### config.mk
export PLATFORM = sky130hd
export DESIGN_NAME = lut4_cfg_loader
export DESIGN_NICKNAME = d
export VERILOG_FILES = /design/src/rtl/lut_cfg_pkg.sv /design/src/rtl/lut4_eval.sv /design/src/rtl/lut4_cfg_loader.sv
export SDC_FILE = /design/constraint.sdc
export NUM_CORES = 1
export LEC_CHECK = 0
export ABC_CLOCK_PERIOD_IN_PS = 2600
export CAP_MARGIN = 10
export CORE_UTILIZATION = 53
export CTS_CLUSTER_DIAMETER = 150
export CTS_CLUSTER_SIZE = 28
export DETAILED_ROUTE_END_ITERATION = 7
export PLACE_DENSITY = 0.86
export SETUP_SLACK_MARGIN = 0.3
export SLEW_MARGIN = 20
export SYNTH_ARGS = -nofsm -noshare
export SYNTH_HDL_FRONTEND = slang
export SYNTH_SLANG_ARGS = --single-unit
### constraint.sdc
create_clock -name clk -period 2.6 [get_ports clk]
set_clock_uncertainty 0.15 [all_clocks]
set_input_delay 0.65 -clock clk [delete_from_list [all_inputs] [get_ports clk]]
set_output_delay 0.65 -clock clk [all_outputs]
set_load 0.005 [all_outputs]
### src/rtl/lut_cfg_pkg.sv
// Shared types and helpers for the serial LUT configuration loader.
// Frame layout: 16 data bits MSB first, then one even-parity bit.
package lut_cfg_pkg;

  typedef enum logic [1:0] {
    ST_IDLE   = 2'd0,
    ST_LOAD   = 2'd1,
    ST_CHECK  = 2'd2,
    ST_ACTIVE = 2'd3
  } cfg_state_e;

  localparam int FRAME_BITS = 17;
  localparam int PARITY_IDX = 16;
  localparam int CNT_W      = 5;

  // Even parity: data bits plus parity bit must contain an even number of ones.
  function automatic logic parity_ok(input logic [PARITY_IDX-1:0] data, input logic p);
    return ((^data) ^ p) == 1'b0;
  endfunction

endpackage

### src/rtl/lut4_eval.sv
// Registered LUT evaluation: o = init[sel], one cycle after sel is presented.
// Kept generic in K so wider LUT variants can reuse it.
module lut4_eval #(
  parameter int K      = 4,
  parameter int INIT_W = 16
) (
  input  logic              clk,
  input  logic              rst_n,
  input  logic [INIT_W-1:0] init_i,
  input  logic [K-1:0]      sel_i,
  output logic              o_o
);

  logic o_q;

  always_ff @(posedge clk or negedge rst_n) begin
    if (!rst_n) begin
      o_q <= 1'b0;
    end else begin
      o_q <= init_i[sel_i];
    end
  end

  assign o_o = o_q;

endmodule

### src/rtl/lut4_cfg_loader.sv
// Bit-serial INIT loader with parity check and atomic commit, feeding a registered LUT4.
// The active table only changes on a clean frame; partial or bad frames never leak into O.
module lut4_cfg_loader
  import lut_cfg_pkg::*;
#(
  parameter int                K          = 4,
  parameter int                INIT_W     = 16,
  parameter logic [INIT_W-1:0] RESET_INIT = 16'h0000
) (
  input  logic              clk,
  input  logic              rst_n,
  input  logic              cfg_start,
  input  logic              cfg_valid,
  input  logic              cfg_bit,
  output logic              cfg_ready,
  output logic              cfg_done,
  output logic              cfg_err,
  input  logic [K-1:0]      I,
  output logic              O,
  output logic [INIT_W-1:0] init
);

  if (INIT_W != (1 << K)) begin : g_bad_width
    $error("lut4_cfg_loader: INIT_W must equal 2**K");
  end

  cfg_state_e        state_q, state_d;
  logic [CNT_W-1:0]  cnt_q, cnt_d;
  logic [INIT_W-1:0] shadow_q, shadow_d;
  logic [INIT_W-1:0] init_q, init_d;
  logic              par_q, par_d;
  logic              done_q, done_d;
  logic              err_q, err_d;

  always_ff @(posedge clk or negedge rst_n) begin
    if (!rst_n) begin
      state_q  <= ST_IDLE;
      cnt_q    <= '0;
      shadow_q <= '0;
      init_q   <= RESET_INIT;
      par_q    <= 1'b0;
      done_q   <= 1'b0;
      err_q    <= 1'b0;
    end else begin
      state_q  <= state_d;
      cnt_q    <= cnt_d;
      shadow_q <= shadow_d;
      init_q   <= init_d;
      par_q    <= par_d;
      done_q   <= done_d;
      err_q    <= err_d;
    end
  end

  always_comb begin
    state_d  = state_q;
    cnt_d    = cnt_q;
    shadow_d = shadow_q;
    init_d   = init_q;
    par_d    = par_q;
    done_d   = 1'b0;
    err_d    = err_q;

    // A restart wins over everything, including a bit offered in the same cycle.
    if (cfg_start) begin
      state_d  = ST_LOAD;
      cnt_d    = '0;
      shadow_d = '0;
      err_d    = 1'b0;
    end else begin
      case (state_q)
        ST_LOAD: begin
          if (cfg_valid) begin
            if (cnt_q == CNT_W'(PARITY_IDX)) begin
              par_d   = cfg_bit;
              cnt_d   = CNT_W'(FRAME_BITS);
              state_d = ST_CHECK;
            end else begin
              shadow_d = {shadow_q[INIT_W-2:0], cfg_bit};
              cnt_d    = cnt_q + CNT_W'(1);
            end
          end
        end
        ST_CHECK: begin
          if (parity_ok(shadow_q, par_q)) begin
            init_d  = shadow_q;
            done_d  = 1'b1;
            state_d = ST_ACTIVE;
          end else begin
            err_d   = 1'b1;
            state_d = ST_IDLE;
          end
        end
        default: begin
        end
      endcase
    end
  end

  assign cfg_ready = (state_q == ST_LOAD);
  assign cfg_done  = done_q;
  assign cfg_err   = err_q;
  assign init      = init_q;

  lut4_eval #(
    .K      (K),
    .INIT_W (INIT_W)
  ) u_eval (
    .clk    (clk),
    .rst_n  (rst_n),
    .init_i (init_q),
    .sel_i  (I),
    .o_o    (O)
  );

endmodule
# After elaboration in Yosys (flattened, before gate mapping)
# Index checks and enable logic that the tools add are counted.
# classes
n_addsub	1
multipliers	0
div_mod_pow	0
n_lt_le_gt_ge	1
n_eq_ne	6
shift	0
mux	21
bitwise	3
n_reduce_logical	12
# op_table
operator	count
$mux 16	4
$mux 5	4
$reduce_xor 16->1	1
$reduce_and 3->1	3
$mux 2	4
$reduce_bool 2->1	4
$mux 1	7
$add 5x1->5 const B	1
$eq 5x5->1 const B	1
$lt 4x5->1 const B	1
$bmux 1 s4	1
$pmux 2 s2	1
$reduce_and 2->1	2
$reduce_and 4->1	1
$ne 3x2->1 const B	1
$ne 3x3->1 const B	1
$reduce_bool 3->1	1
$eq 2x1->1 const B	1
$eq 2x2->1 const B	1
$ne 2x2->1 const B	1
$not 1->1	2
$xor 1x1->1	1
# totals
reg_bits	43
latch_bits	0
ram_bits	0
mem_bits_ro	0
in_bits	9
output_inout_bits	20
memories	0

# Depth between registers and ports, before layout
# Gate-level depths: netlist of run 1.
# depth
depth_word	5
ltp_mapped	8
mapped_depth_nobuf	7

# Hierarchy
# A second synthesis of run 1 with hierarchy kept.
# hier_totals
cells_unflattened	142
hier_area_um2	2008.2
# by_module_without_submodules
module	n_inst	cells_each	area_per_inst_um2
lut4_cfg_loader	1	134	1848.0
lut4_eval	1	8	160.2

# Worst setup path after synthesis of run 1
# No wires, ideal clock.
# synth_timing
kind	register -> register
startpoint	register shadow_q[3]
endpoint	register init_q[10] (netlist: init[10])
t_arrival_ns	1.962
path_slack_ns	0.363
path_stages_with_launch	7
period_less_slack_ns	2.237
cell_sequence	dfrtp_1 > xnor3_1 > xnor3_1 > xnor3_2 > nand2_4 > buf_8 > mux2_4
# synth_between
elab_chain_len	4
# synth_rtl
item	line	text
from (decl)	lut4_cfg_loader.sv:29	logic [INIT_W-1:0] shadow_q, shadow_d;
from (signal assigned)	lut4_cfg_loader.sv:47	shadow_q <= shadow_d;
$reduce_xor 16->1	lut_cfg_pkg.sv:18	return ((^data) ^ p) == 1'b0;
$xor 1x1->1	lut_cfg_pkg.sv:18	
$not 1->1 (no source line)	-	
$reduce_and 3->1 (no source line)	-	
to (signal assigned)	lut4_cfg_loader.sv:48	init_q <= init_d;
to (decl)	lut4_cfg_loader.sv:30	logic [INIT_W-1:0] init_q, init_d;
# No other way between the ends.
# A chain may end at the register's enable or synchronous reset.

# Worst setup path in the final report of run 1
# layout_timing
startpoint	register shadow_q[1]
endpoint	register init_q[1] (netlist: init[1])
# layout_between
elab_chain_len	4
# layout_rtl
item	line
$reduce_xor 16->1	lut_cfg_pkg.sv:18
$xor 1x1->1	lut_cfg_pkg.sv:18
$not 1->1 (no source line)	-
$reduce_and 3->1 (no source line)	-
# Parallel ways exist; a longest one is shown, timed or not.

==> impl_metrics.ini, run 1 <==
[clocking]
hold_buffers = 0
worstSkewPairLatency_ns = 0.30
htree_levels = 2
clk_transition_reported_paths_ns = 0.08
cts-root-buf = clkbuf_8
cts_buffers = 5
cts_tree = yes
cts_sinks = 43
clock_tree.buffer_depth = 2

[yosys]
synthSimpleGateAreaFrac_pct = 6.94
synth_adder_area_share_pct = 1.26
syn_nets = 152
synth.yosys.seq_area_share_pct = 54.3
synth_top_family_by_area = multiplexers
syn-instance-count = 141
syn_area_per_cell_um2 = 14.1
yosys_warnings = 0
synth_mux_area_share_pct = 17.0
synth-compound-area-share_pct = 9.21
ys_types = 27
yosys.area_share.xor_xnor_pct = 9.02
synth_area_um2 = 1980
synth-seq-cells = 43

[timing]
max_freq_mhz = 426
rsz0062_at_grt = true
min_period_ns = 2.35
relSlewSlack_pct = 58.4
finalHoldViolCount = 0
layout_setup_ws_ns = 0.254
post-route-period-util_pct = 90.2
setup_viol = 0
slew_viol_final = 0
tightest_slew_ns = 0.621

[finish]
drive_above_1_share_pct = 26.1
areaGrowthSynthToFinish_pct = 28.1
final_common_cell = dfrtp_1
utilization_pct = 73.2
nets = 194
final_cell_mix = 43 x dfrtp_1, 26 x clkdlybuf4s50_1, 14 x a22o_1
antenna_cells = 0
fillerInstances = 233

[detailed_routing]
ant_nets = 0
drc = 0
firstDrtPassIters = 4
vias = 1285
first_iter_violations = 36
via_per_inst = 5.59
routed_wl_um = 4000
wl_per_cell_um = 17.4

[global_route]
gr-usage-all-layers_pct = 22.1
grt_max_degree = 24
antenna_found_initial = 0
grt_pass1_wl_um = 6470
grt_pass1_vias = 1366
grt_remaining_overflow = 0

[die]
ioPinCount = 29
initial_utilization_pct = 57.2
fp.dieW_um = 63.2
fp-row-count = 21
fp.dieH_um = 63.2
core_area_um2 = 3470
die-area_um2 = 3990

[critical_path]
startpoint_type = flip-flop
r2r_cells = 5
criticalPathCategory = flip-flop to flip-flop
crit_required_ns = 2.64
crit_arrival_ns = 2.38
cp_max_fo = 9
end_kind = flip-flop

[run]
cap_violations = 0

[hold_path]
hold_class = input pin to async pin

[placement]
dp_hpwl_um = 2700
gp_congestion = 0.813
pre_cts_ws_ns = -0.0837
portBuffers = 28

[pwr]
p_leak_nw = 1.23
ir_drop_mv = 0.421
power_density_nw_per_um2 = 542

[status]
status = finished clean
==> flip-flops by register name, indices dropped and copies added, names as in the netlist <==
register and flops:
cfg_done 1, cfg_err 1, cnt_q 5, init 16, par_q 1, shadow_q 16
state_q 2, u_eval.o_o 1
==> synthesized netlist by cell type <==
master,count,area (um^2)
buf_8,1,15.0
nand2_1,8,30.0
nor3b_1,1,7.51
xor2_1,3,26.3
nand2b_1,1,6.26
xnor3_1,3,67.6
nand4_1,2,12.5
nor3_1,3,15.0
a22o_1,14,123
xnor2_1,7,61.3
clkbuf_1,4,15.0
xnor3_2,1,23.8
nand2_4,1,11.3
o21ai_0,1,5.00
nor2_1,9,33.8
mux2_4,9,135
a22o_2,2,20.0
a211oi_1,1,7.51
mux4_2,5,113
mux2_2,8,90.1
a21o_1,1,7.51
and3b_1,1,8.76
ha_1,2,25.0
dfrtp_1,43,1080
nor2b_1,2,12.5
a21oi_1,4,20.0
inv_1,4,15.0
==> power breakdown <==
group / total (mW) / switching [mW] / leakage, nW / internal, mW
Combinational: 0.0862 / 0.0492 / 0.572 / 0.0369
Sequential: 0.680 / 0.00669 / 0.593 / 0.674
Clock: 0.610 / 0.226 / 0.0654 / 0.384
==> final cells by class <==
class                      instances  area (um^2)  share of cell area (%)
clock inverter                     2         60.1                    2.36
sequential                        43         1080                    42.4
multi-input combinational         90          890                    35.0
timing repair buffer              39          369                    14.5
clock buffer                       6         72.6                    2.86
inverter                           4         15.0                   0.591
tap                               46         57.6                    2.27
==> per-layer routing <==
layer / GRT usage [%] / share of wire (%) / up-vias
met4: 10.2 / 2.1 / 0
met1: 26.0 / 42 / 648
met2: 39.0 / 51 / 35
li1: - / - / 594
met5: 0 / 0 / -
met3: 4.35 / 4.5 / 8
==> repair_timing <==
item / CTS / global route
resized for setup: 4 / 0
cloned: 1 / 0
pin swaps: 0 / 4
buffers inserted: 4 / 3
endpoints found under the setup margin: 33 / 16
==> kinds of logic (layout without fill, tap and decap cells) <==
kind of cell	after synthesis	in the layout
xor+xnor	14	14
fa+ha+maj	2	2
simple gates	28	29
mux	22	22
compound gates	23	23
buf+inv	9	51
flops	43	43
==> critical path, stage by stage, from the launching register on <==
cell	delay, ns
dfrtp_1	0.38
xnor3_1	0.44
xnor3_1	0.22
xnor3_2	0.53
nand2_8	0.16
mux2_2	0.35
==> final timing paths <==
kind / startpoint / end / slack (ns)
max in group asynchronous: rst_n / shadow_q[1] / 1.65
max: shadow_q[1] / init[1] / 0.25
min in group clk: cfg_err / cfg_err / 0.38
min reg2reg: cfg_err / cfg_err / 0.38
max reg2reg: shadow_q[1] / init[1] / 0.25
min: rst_n / init[8] / 0.15
==> stage by stage <==
stage | hold WS, ns | TNS (ns) | total power, mW | cell area [um^2] | instances
2_1_floorplan | 0.204 | 0 | 0.730 | 1980 | 141
3_3_place_gp | 0.361 | -0.0152 | 0.768 | 2330 | 214
3_5_place_dp | 0.366 | -1.13 | 0.773 | 2330 | 214
4_1_cts | 0.172 | 0 | 1.38 | 2520 | 227
5_1_grt | 0.200 | 0 | 1.42 | 2540 | 230
6_report | 0.155 | 0 | 1.38 | 2540 | 230
No activity file was read; power rests on OpenSTA's default activity.
==> run 2: changes to the inputs <==
Settings changed: CORE_ASPECT_RATIO set to 0.9.
==> impl_metrics.ini, run 2 (same netlist as run 1, synthesis figures left out) <==
[clocking]
cts_tree = yes
worstSkewPairLatency_ns = 0.29
hold_buffers = 0
cts-root-buf = clkbuf_8
cts_buffers = 5
clock_tree.buffer_depth = 2
cts_sinks = 43
htree_levels = 2
clk_transition_reported_paths_ns = 0.08

[timing]
finalHoldViolCount = 0
min_period_ns = 2.36
whs_ns = 0.226
slew_viol_final = 0
post-route-period-util_pct = 90.7
tightest_slew_ns = 0.675
setup_viol = 0
max_freq_mhz = 424
relSlewSlack_pct = 54.8
rsz0062_at_grt = true
layout_setup_ws_ns = 0.243

[critical_path]
path_cells = xnor2_2, xnor3_1, xnor3_2, nand2_4, mux2_4
crit_buf_inv = 0
crit_family = XOR/XNOR gates
cp_max_fo = 8
crit_arrival_ns = 2.39
end_kind = flip-flop
startpoint_type = flip-flop
crit_path_top_delay_cell = xnor3_2
crit_required_ns = 2.63
cp_slowest_stage_delay_ns = 0.54
criticalPathCategory = flip-flop to flip-flop

[pwr]
power_mw = 1.17
power_density_nw_per_um2 = 470
p_leak_nw = 1.20
ir_drop_mv = 0.230

[placement]
dp_hpwl_um = 2670
gp_congestion = 0.749
pre_cts_ws_ns = -0.0579
portBuffers = 28
placedCellCount = 213

[global_route]
grt_remaining_overflow = 0
grt_pass1_wl_um = 6710
grt_pass1_vias = 1310
grt_max_degree = 32
antenna_found_initial = 0
gr-usage-all-layers_pct = 23.9

[die]
core_area_um2 = 3480
fp.dieW_um = 66.5
initial_utilization_pct = 57.0
fp.dieH_um = 60.0
die-area_um2 = 3990
ioPinCount = 29
fp-row-count = 20

[finish]
final_cell_mix = 42 x dfrtp_1, 26 x clkdlybuf4s50_1, 14 x a22o_1
final_common_cell = dfrtp_1
nets = 194
antenna_cells = 0
areaGrowthSynthToFinish_pct = 25.6
final_cells = 228
drive_above_1_share_pct = 27.2

[hold_path]
hold_class = input pin to async pin

[detailed_routing]
routed_wl_um = 4090
wl_per_cell_um = 17.9
via_per_inst = 5.74
vias = 1309
firstDrtPassIters = 4
drc = 0
first_iter_violations = 32
ant_nets = 0

[run]
cap_violations = 0

[status]
status = finished clean
## run 2: report_power, final
| group | leakage [nW] | total (mW) | switching, mW | internal [mW] |
|---|---|---|---|---|
| logic | 0.568 | 0.0905 | 0.0514 | 0.0391 |
| registers | 0.592 | 0.681 | 0.00743 | 0.674 |
| clock network | 0.0422 | 0.398 | 0.209 | 0.188 |
| total | 1.20 | 1.17 | 0.268 | 0.901 |
## run 2: worst reg2reg max path: cells and delay by family (launching register included)
family,cells,cell delay [ns]
and+or+nand+nor,1,0.15
DFF,1,0.45
xor gates and xnor gates,3,1.14
muxes,1,0.36
## run 2: area by class of cell
| cell class | instances | area [um^2] |
|---|---|---|
| Clock buffer | 7 | 76.3 |
| Clock inverter | 1 | 5.00 |
| Fill cell | 225 | 988 |
| Inverter | 4 | 15.0 |
| Multi-Input combinational cell | 90 | 905 |
| Sequential cell | 43 | 1080 |
| Tap cell | 44 | 55.1 |
| Timing Repair Buffer | 39 | 357 |
## run 2: per-layer routing
layer / global-route usage, % / vias up / part of all wire (%)
met5: 0 / - / 0
met4: 9.12 / 0 / 1.8
met3: 5.15 / 8 / 3.7
met1: 30.8 / 666 / 43
met2: 40.1 / 37 / 51
li1: - / 598 / -
## run 2: worst paths after layout
check                              from      endpoint  slack, ns  cells past startpoint
min                               rst_n       init[9]       0.23                      1
min in group clk                init[5]       init[5]       0.39                      1
max reg2reg                shadow_q[15]      init[13]       0.24                      5
max in group asynchronous         rst_n  shadow_q[15]       1.49                      2
max                        shadow_q[15]      init[13]       0.24                      5
min reg2reg                     init[5]       init[5]       0.39                      1
## run 2: through the flow
step           util, %  instance area (um^2)  setup TNS (ns)
4_1_cts           70.5                  2450               0
3_3_place_gp      66.7                  2320         -0.0267
2_1_floorplan        -                  1980               0
3_5_place_dp      66.7                  2320          -0.686
5_1_grt           71.6                  2490               0
6_report          71.6                  2490               0
## run 2: repair_timing
item                                   4_1_cts  5_1_grt
pin swaps                                    0        3
setup endpoints to repair                   33       16
setup buffers                                3        3
endpoints found under the hold margin        0        0
gates cloned                                 1        0
resized for setup                            4        3
==> run 3: changes to the inputs <==
Settings changed: GPL_ROUTABILITY_DRIVEN set to 0.
==> results of run 3 <==
No change in the layout: final DEF, timing and power equal those of run 2.
